[config.mk]
export PLATFORM = sky130hd
export DESIGN_NAME = mmio_port_responder_flat
export DESIGN_NICKNAME = d
export VERILOG_FILES = /design/src/rtl/mmio_port_responder_if.sv /design/src/rtl/mmio_port_responder.sv /design/src/flat_wrapper.sv
export SDC_FILE = /design/constraint.sdc
export NUM_CORES = 1
export LEC_CHECK = 0
export CAP_MARGIN = 20
export CORE_AREA = 8 8 111 113
export DETAILED_ROUTE_END_ITERATION = 10
export DIE_AREA = 0 0 119 121
export HOLD_SLACK_MARGIN = 0.15
export PLACE_DENSITY = 0.79
export SETUP_SLACK_MARGIN = 0.3
export SYNTH_ARGS = -nofsm -noshare
export SYNTH_HDL_FRONTEND = slang
export SYNTH_SLANG_ARGS = --single-unit
[constraint.sdc]
create_clock -name clk -period 3.6 [get_ports clk]
set_clock_uncertainty 0.1 [all_clocks]
set_input_delay 0.72 -clock clk [delete_from_list [all_inputs] [get_ports clk]]
set_output_delay 0.72 -clock clk [all_outputs]
set_load 0.05 [all_outputs]
[src/rtl/mmio_port_responder_if.sv]
// Data-bus view of the MMIO responder: the same load/store signals the data RAM sees,
// plus the Hit/ReadData pair the top level uses to steer the load mux.
`timescale 1ns/1ps
interface mmio_port_responder_if;
  logic [31:0] Address;
  logic [31:0] WriteData;
  logic        MemWrite;
  logic        MemRead;
  logic [31:0] ReadData;
  logic        Hit;

  modport master (output Address, WriteData, MemWrite, MemRead, input ReadData, Hit);
  modport slave  (input Address, WriteData, MemWrite, MemRead, output ReadData, Hit);
endinterface

[src/rtl/mmio_port_responder.sv]
// MMIO responder: 32-bit output port, synchronized 8-bit input port, and a change-capture
// FIFO that software polls or pops through a 32-byte register window.
`timescale 1ns/1ps
module mmio_port_responder #(
  parameter logic [31:0] BASE_ADDR   = 32'h1001_0020,
  parameter int          FIFO_DEPTH  = 4,
  parameter int          SYNC_STAGES = 2
) (
  input  logic                 clk,
  input  logic                 reset,
  mmio_port_responder_if.slave bus,
  input  logic [7:0]           PortIn,
  output logic [31:0]          PortOut,
  output logic                 Irq
);
  localparam int PW = $clog2(FIFO_DEPTH);
  localparam int CW = PW + 1;

  localparam logic [2:0] OFF_PORT_OUT = 3'd0;
  localparam logic [2:0] OFF_PORT_IN  = 3'd1;
  localparam logic [2:0] OFF_STATUS   = 3'd2;
  localparam logic [2:0] OFF_POP      = 3'd3;
  localparam logic [2:0] OFF_CTRL     = 3'd4;

  logic [SYNC_STAGES-1:0][7:0] sync_q;
  logic [7:0]                  prev_q;
  logic [FIFO_DEPTH-1:0][7:0]  mem_q;
  logic [PW-1:0]               wp_q, wp_d, rp_q, rp_d;
  logic [CW-1:0]               count_q, count_d;
  logic                        ovf_q, ovf_d;
  logic [31:0]                 port_out_q, port_out_d;

  logic [7:0] sync_out;
  logic       hit, rd_en, wr_en, empty, full;
  logic       push, pop, flush, clr_ovf, do_push, do_pop, ovf_set;
  logic [2:0] off;

  assign sync_out = sync_q[SYNC_STAGES-1];
  assign hit      = bus.Address[31:5] == BASE_ADDR[31:5];
  assign off      = bus.Address[4:2];
  assign rd_en    = bus.MemRead & hit;
  assign wr_en    = bus.MemWrite & hit;
  assign empty    = count_q == '0;
  assign full     = count_q == CW'(FIFO_DEPTH);

  assign push    = sync_out != prev_q;
  assign pop     = rd_en && off == OFF_POP && !empty;
  assign flush   = wr_en && off == OFF_CTRL && bus.WriteData[1];
  assign clr_ovf = wr_en && off == OFF_CTRL && bus.WriteData[0];

  // A pop in the same cycle frees the slot, so a push onto a full FIFO still lands;
  // flush overrides both and suppresses the overflow the dropped sample would cause.
  assign do_push = push && (!full || pop) && !flush;
  assign do_pop  = pop && !flush;
  assign ovf_set = push && full && !pop && !flush;

  always_comb begin
    wp_d    = wp_q;
    rp_d    = rp_q;
    count_d = count_q;
    if (flush) begin
      wp_d    = '0;
      rp_d    = '0;
      count_d = '0;
    end else begin
      if (do_push) wp_d = wp_q + PW'(1);
      if (do_pop)  rp_d = rp_q + PW'(1);
      count_d = count_q + CW'(do_push) - CW'(do_pop);
    end
    ovf_d      = (ovf_q & ~clr_ovf) | ovf_set;
    port_out_d = (wr_en && off == OFF_PORT_OUT) ? bus.WriteData : port_out_q;
  end

  always_ff @(posedge clk or negedge reset) begin
    if (!reset) begin
      sync_q     <= '0;
      prev_q     <= '0;
      mem_q      <= '0;
      wp_q       <= '0;
      rp_q       <= '0;
      count_q    <= '0;
      ovf_q      <= 1'b0;
      port_out_q <= '0;
    end else begin
      sync_q[0] <= PortIn;
      for (int i = 1; i < SYNC_STAGES; i++) sync_q[i] <= sync_q[i-1];
      prev_q <= sync_out;
      if (do_push) mem_q[wp_q] <= sync_out;
      wp_q       <= wp_d;
      rp_q       <= rp_d;
      count_q    <= count_d;
      ovf_q      <= ovf_d;
      port_out_q <= port_out_d;
    end
  end

  // Reads see pre-edge state, so a combined read/write returns the old value.
  always_comb begin
    bus.ReadData = '0;
    if (rd_en) begin
      case (off)
        OFF_PORT_OUT: bus.ReadData = port_out_q;
        OFF_PORT_IN:  bus.ReadData = {24'b0, sync_out};
        OFF_STATUS:   bus.ReadData = {24'b0, 5'(count_q), ovf_q, full, empty};
        OFF_POP:      bus.ReadData = empty ? 32'b0 : {24'b0, mem_q[rp_q]};
        default:      bus.ReadData = '0;
      endcase
    end
  end

  assign bus.Hit = hit;
  assign PortOut = port_out_q;
  assign Irq     = !empty;
endmodule

[src/flat_wrapper.sv]
// flat-port wrapper written by rule: the top's interface ports become plain ports
module mmio_port_responder_flat 
#(
  parameter logic [31:0] BASE_ADDR   = 32'h1001_0020,
  parameter int          FIFO_DEPTH  = 4,
  parameter int          SYNC_STAGES = 2
)
  (clk, reset, PortIn, PortOut, Irq, bus_Address, bus_WriteData, bus_MemWrite, bus_MemRead, bus_ReadData, bus_Hit);
  mmio_port_responder_if bus_i ();
  input  logic clk;
  input  logic reset;
  input  logic [7:0] PortIn;
  output logic [31:0] PortOut;
  output logic Irq;
  input wire logic [$bits(bus_i.Address)-1:0] bus_Address;
  input wire logic [$bits(bus_i.WriteData)-1:0] bus_WriteData;
  input wire logic [$bits(bus_i.MemWrite)-1:0] bus_MemWrite;
  input wire logic [$bits(bus_i.MemRead)-1:0] bus_MemRead;
  output wire logic [$bits(bus_i.ReadData)-1:0] bus_ReadData;
  output wire logic [$bits(bus_i.Hit)-1:0] bus_Hit;
  assign bus_i.Address = bus_Address;
  assign bus_i.WriteData = bus_WriteData;
  assign bus_i.MemWrite = bus_MemWrite;
  assign bus_i.MemRead = bus_MemRead;
  assign bus_ReadData = bus_i.ReadData;
  assign bus_Hit = bus_i.Hit;
  mmio_port_responder #(.BASE_ADDR(BASE_ADDR), .FIFO_DEPTH(FIFO_DEPTH), .SYNC_STAGES(SYNC_STAGES)) u_core (.clk(clk), .reset(reset), .bus(bus_i), .PortIn(PortIn), .PortOut(PortOut), .Irq(Irq));
endmodule
==> metrics.md <==
| Metric | Value |
|---|---|
| Switch Pwr | `0.000959 W` |
| Vias per cell | `5.07` |
| Pwr/cell area | `roughly 440 nW/um^2` |
| Starting density of the core | `42.7%` |
| Critical-path top delay cell | `and4_4` |
| Cell taking the most area after synthesis | `dfrtp_1` |
| Overall Global Routing Usage | `18.4%` |
| Antenna-violating nets left | `0` |
| GRT overflow | `0` |
| Area Overhead vs Synth | `57.0%` |
| Number of global-route vias before repair | `~3800` |
| VDD IR max | `about 0.27 mV` |
| # rows | `38` |
| Crit. Startpoint | `bus_Address[29]` |
| Detailed Route WL | `around 13000 um` |
| Crit path arrival time | `2.42 ns` |
| Clock buffer count from CTS | `9` |
| CP Capture Type | `primary output` |
| Pin slew with the least headroom to its limit | `0.857 ns` |
| I/O Buffers | `139` |
| Core Util, Final | `between 60 and 70%` |
| Clock power share | `21.6%` |
| Yosys top cell area share | `~53%` |
| Final slew viol count | `0` |
| Critical Path Most Common Cell | `buf_12` |
| Core area | `10600 sq um` |
| Most frequent cell after synthesis | `dfrtp_1` |
| Startpoint types | `input pin` |
| Unrepaired setup endpoints after global routing | `true` |
| Cells after Synth | `between 300 and 400` |
| CTS Buffer Depth | `2` |
| Yosys cell types | `38` |
| Insertion delay to the later sink of the worst-skew pair | `0.36 ns` |
| Sw Ratio | `30.9%` |
| Top delay family on crit path | `simple AND/OR/NAND/NOR gates` |
| Leak Pwr | `a little over 3 nW` |
| Post-synth EDFFs | `0` |
| Multi-input logic area | `2150 sq um` |
| Sink Count | `96` |
| Clock-pin slew on the worst setup and hold paths | `0.10 ns` |
| Synth Area per Inst | `between 10 and 15 sq um` |
| Int Power | `roughly 0.0021 W` |
| Syn. warnings | `0` |
| H-tree depth | `3` |
| Die W | `119 um` |
| Finished Cell Area | `~7100 sq um` |
| DR iter-0 viols | `75` |
| Sequential share of the synthesized area | `53.0%` |
| Max stage delay on crit path | `0.30 ns` |
| Critical path peak fanout | `6` |
| Max cap viols | `0` |
| Tightest Hold Check Type | `input pin to async pin` |
| Routability cong. | `0.794` |
| Synthesized flop and latch total | `96` |
| Register area | `2400 sq um` |
| Fmax | `308 MHz` |
| DIE AREA | `14400 sq um` |
| Hpwl dp | `roughly 9200 um` |
| First-pass GRT wire length | `roughly 21000 um` |
| FFs w/ async S/R, synth | `100%` |
| Drt wl/cell | `approximately 20 um` |
| CTS Hold Bufs | `0` |
| DRC viols | `0` |
| Root Buffer | `clkbuf_8` |
| Comb pwr share | `31.3%` |
| Crit path buf inv count | `5` |
| Largest net degree at the start of global routing | `58` |
| Initial antenna violation count | `0` |
| Min Tclk post-route | `between 3 and 4 ns` |
| Fin nets | `600` |
| Drt pass-1 iters | `4` |
| Mapped Nets | `roughly 400` |
| Die Y | `121 um` |
| Max-Slew Margin vs Limit | `about 43%` |
| WP data required | `about 2.8 ns` |
| Critical path class | `input pin to primary output` |
| Synth top area cells | `dfrtp_1, mux2_2, mux4_2, and2_1, a2111oi_4` |
| Part of the power in registers | `47.1%` |
| Status | `complete, no violations` |
| Final period util | `90.1%` |
| R2R Path Start | `u_core.sync_out[6]$_DFF_PN0_` |
| Final hold vios | `0` |
| Final setup viols | `0` |
| Ant diodes | `0` |
| Vias | `3358` |
| Io pins | `142` |
| Final-layout fill cell count | `781` |
| CTS tree | `yes` |
| Most instantiated cells after synthesis | `dfrtp_1, mux2_2, and2_1` |
| DP Area | `between 6000 and 7000 sq um` |
| Worst path cell trace | `clkdlybuf4s15_1, nor4b_4, and4_4, nand2_4, nor4_4, buf_6, buf_12, buf_8, and2_4, buf_12` |
| Share of cells above drive strength 1 | `46.2%` |
| Dominant synthesized flop cell | `dfrtp_1` |
| Mapped Area | `about 4500 sq um` |
kinds of logic (layout without fill, tap and decap cells):
logic type | after synthesis | count (layout) | synth area share [%]
adder cells (fa/ha/maj) | 7 | 7 | 2.10
XOR/XNOR | 12 | 12 | 2.32
AND/OR/NAND/NOR | 82 | 82 | 13.3
flip-flops | 96 | 96 | 53.0
buffers and inverters | 23 | 218 | 2.15
multiplexers | 80 | 80 | 21.7
AO/OA/AOI/OAI | 27 | 27 | 5.47
worst register-to-register path: cells and delay by family, from the launching register on:
kind	cells	cell delay, ns
AO/OA/AOI/OAI	1	0.06
XOR/XNOR	3	0.50
adder cells (fa/ha/maj)	2	0.41
buffers and inverters	1	0.06
flip-flops	1	0.47
AND/OR/NAND/NOR	3	0.91
placed cells by master, fill, tap and decap left out, types with 7 or more instances in the layout:
cell and count:
a21oi_1 11, and2_4 25, buf_12 38, buf_4 44, clkbuf_2 12, clkbuf_8 9
clkdlybuf4s15_1 7, clkdlybuf4s50_1 75, dfrtp_1 96, inv_1 11, mux2_2 62, mux2i_1 8
mux4_2 8, nand2_1 11, nor2_1 15, nor4_4 7, xnor2_1 10
metrics by stage:
stage | hold slack [ns] | setup WS, ns | std cells | total power (W) | setup TNS [ns]
6_report | 0.234 | 0.356 | 662 | 0.00310 | 0
5_1_grt | 0.262 | 0.282 | 662 | 0.00328 | 0
4_1_cts | 0.252 | 0.305 | 659 | 0.00313 | 0
3_5_place_dp | 0.237 | -0.0499 | 617 | 0.00245 | -0.673
3_3_place_gp | 0.235 | 0.0218 | 617 | 0.00238 | 0
2_1_floorplan | 0.231 | 0.104 | 327 | 0.00210 | 0
metal layers:
| layer | routed length [um] | track usage (%) | part of all wire (%) | vias to the layer above |
|---|---|---|---|---|
| met4 | 198 | 5.61 | 1.5 | 0 |
| met5 | 0 | 0 | 0 | - |
| met2 | 7090 | 34.1 | 55 | 89 |
| met3 | 591 | 4.28 | 4.6 | 16 |
| met1 | 5030 | 20.5 | 39 | 1707 |
| li1 | - | - | - | 1546 |
registers in the layout (all words and copies together), names as in the netlist:
signal           count
u_core.wp_q          2
u_core.sync_q        8
u_core.PortOut      32
u_core.count_q       3
u_core.mem_q        32
u_core.ovf_q         1
u_core.sync_out      8
u_core.rp_q          2
u_core.prev_q        8
power groups by stage:
stage               logic [W]  clock network, W  registers (W)
global route          0.00105          0.000733        0.00149
global placement     0.000928                 0        0.00146
detailed placement   0.000970                 0        0.00148
CTS                  0.000979          0.000689        0.00146
floorplan            0.000669                 0        0.00143
finish               0.000969          0.000670        0.00146
final cells by class:
cell class,instances,area share (%)
Timing Repair Buffer,191,30.3
Inverter,11,0.580
Tap cell,140,2.46
Clock buffer,9,1.74
Sequential cell,96,33.8
Multi-Input combinational cell,208,30.2
Clock inverter,7,0.862
final timing paths:
path                                           endpoint  slack (ns)  cells after the start
max                                    bus_ReadData[15]        0.36                     10
min                        u_core.sync_out[0]$_DFF_PN0_        0.23                      1
max reg2reg                 u_core.count_q[2]$_DFF_PN0_        0.96                     10
min reg2reg                u_core.sync_out[3]$_DFF_PN0_        0.26                      0
max in group asynchronous    u_core.prev_q[7]$_DFF_PN0_        2.48                      2
min in group clk           u_core.sync_out[3]$_DFF_PN0_        0.26                      0
timing repair:
item / 4_1_cts / 5_1_grt
cloned: 3 / 0
pin swaps: 11 / 10
setup endpoints to repair: 32 / 31
resized for setup: 85 / 28
setup buffers: 23 / 3
Note: power is estimated with default switching activity, not from simulation.
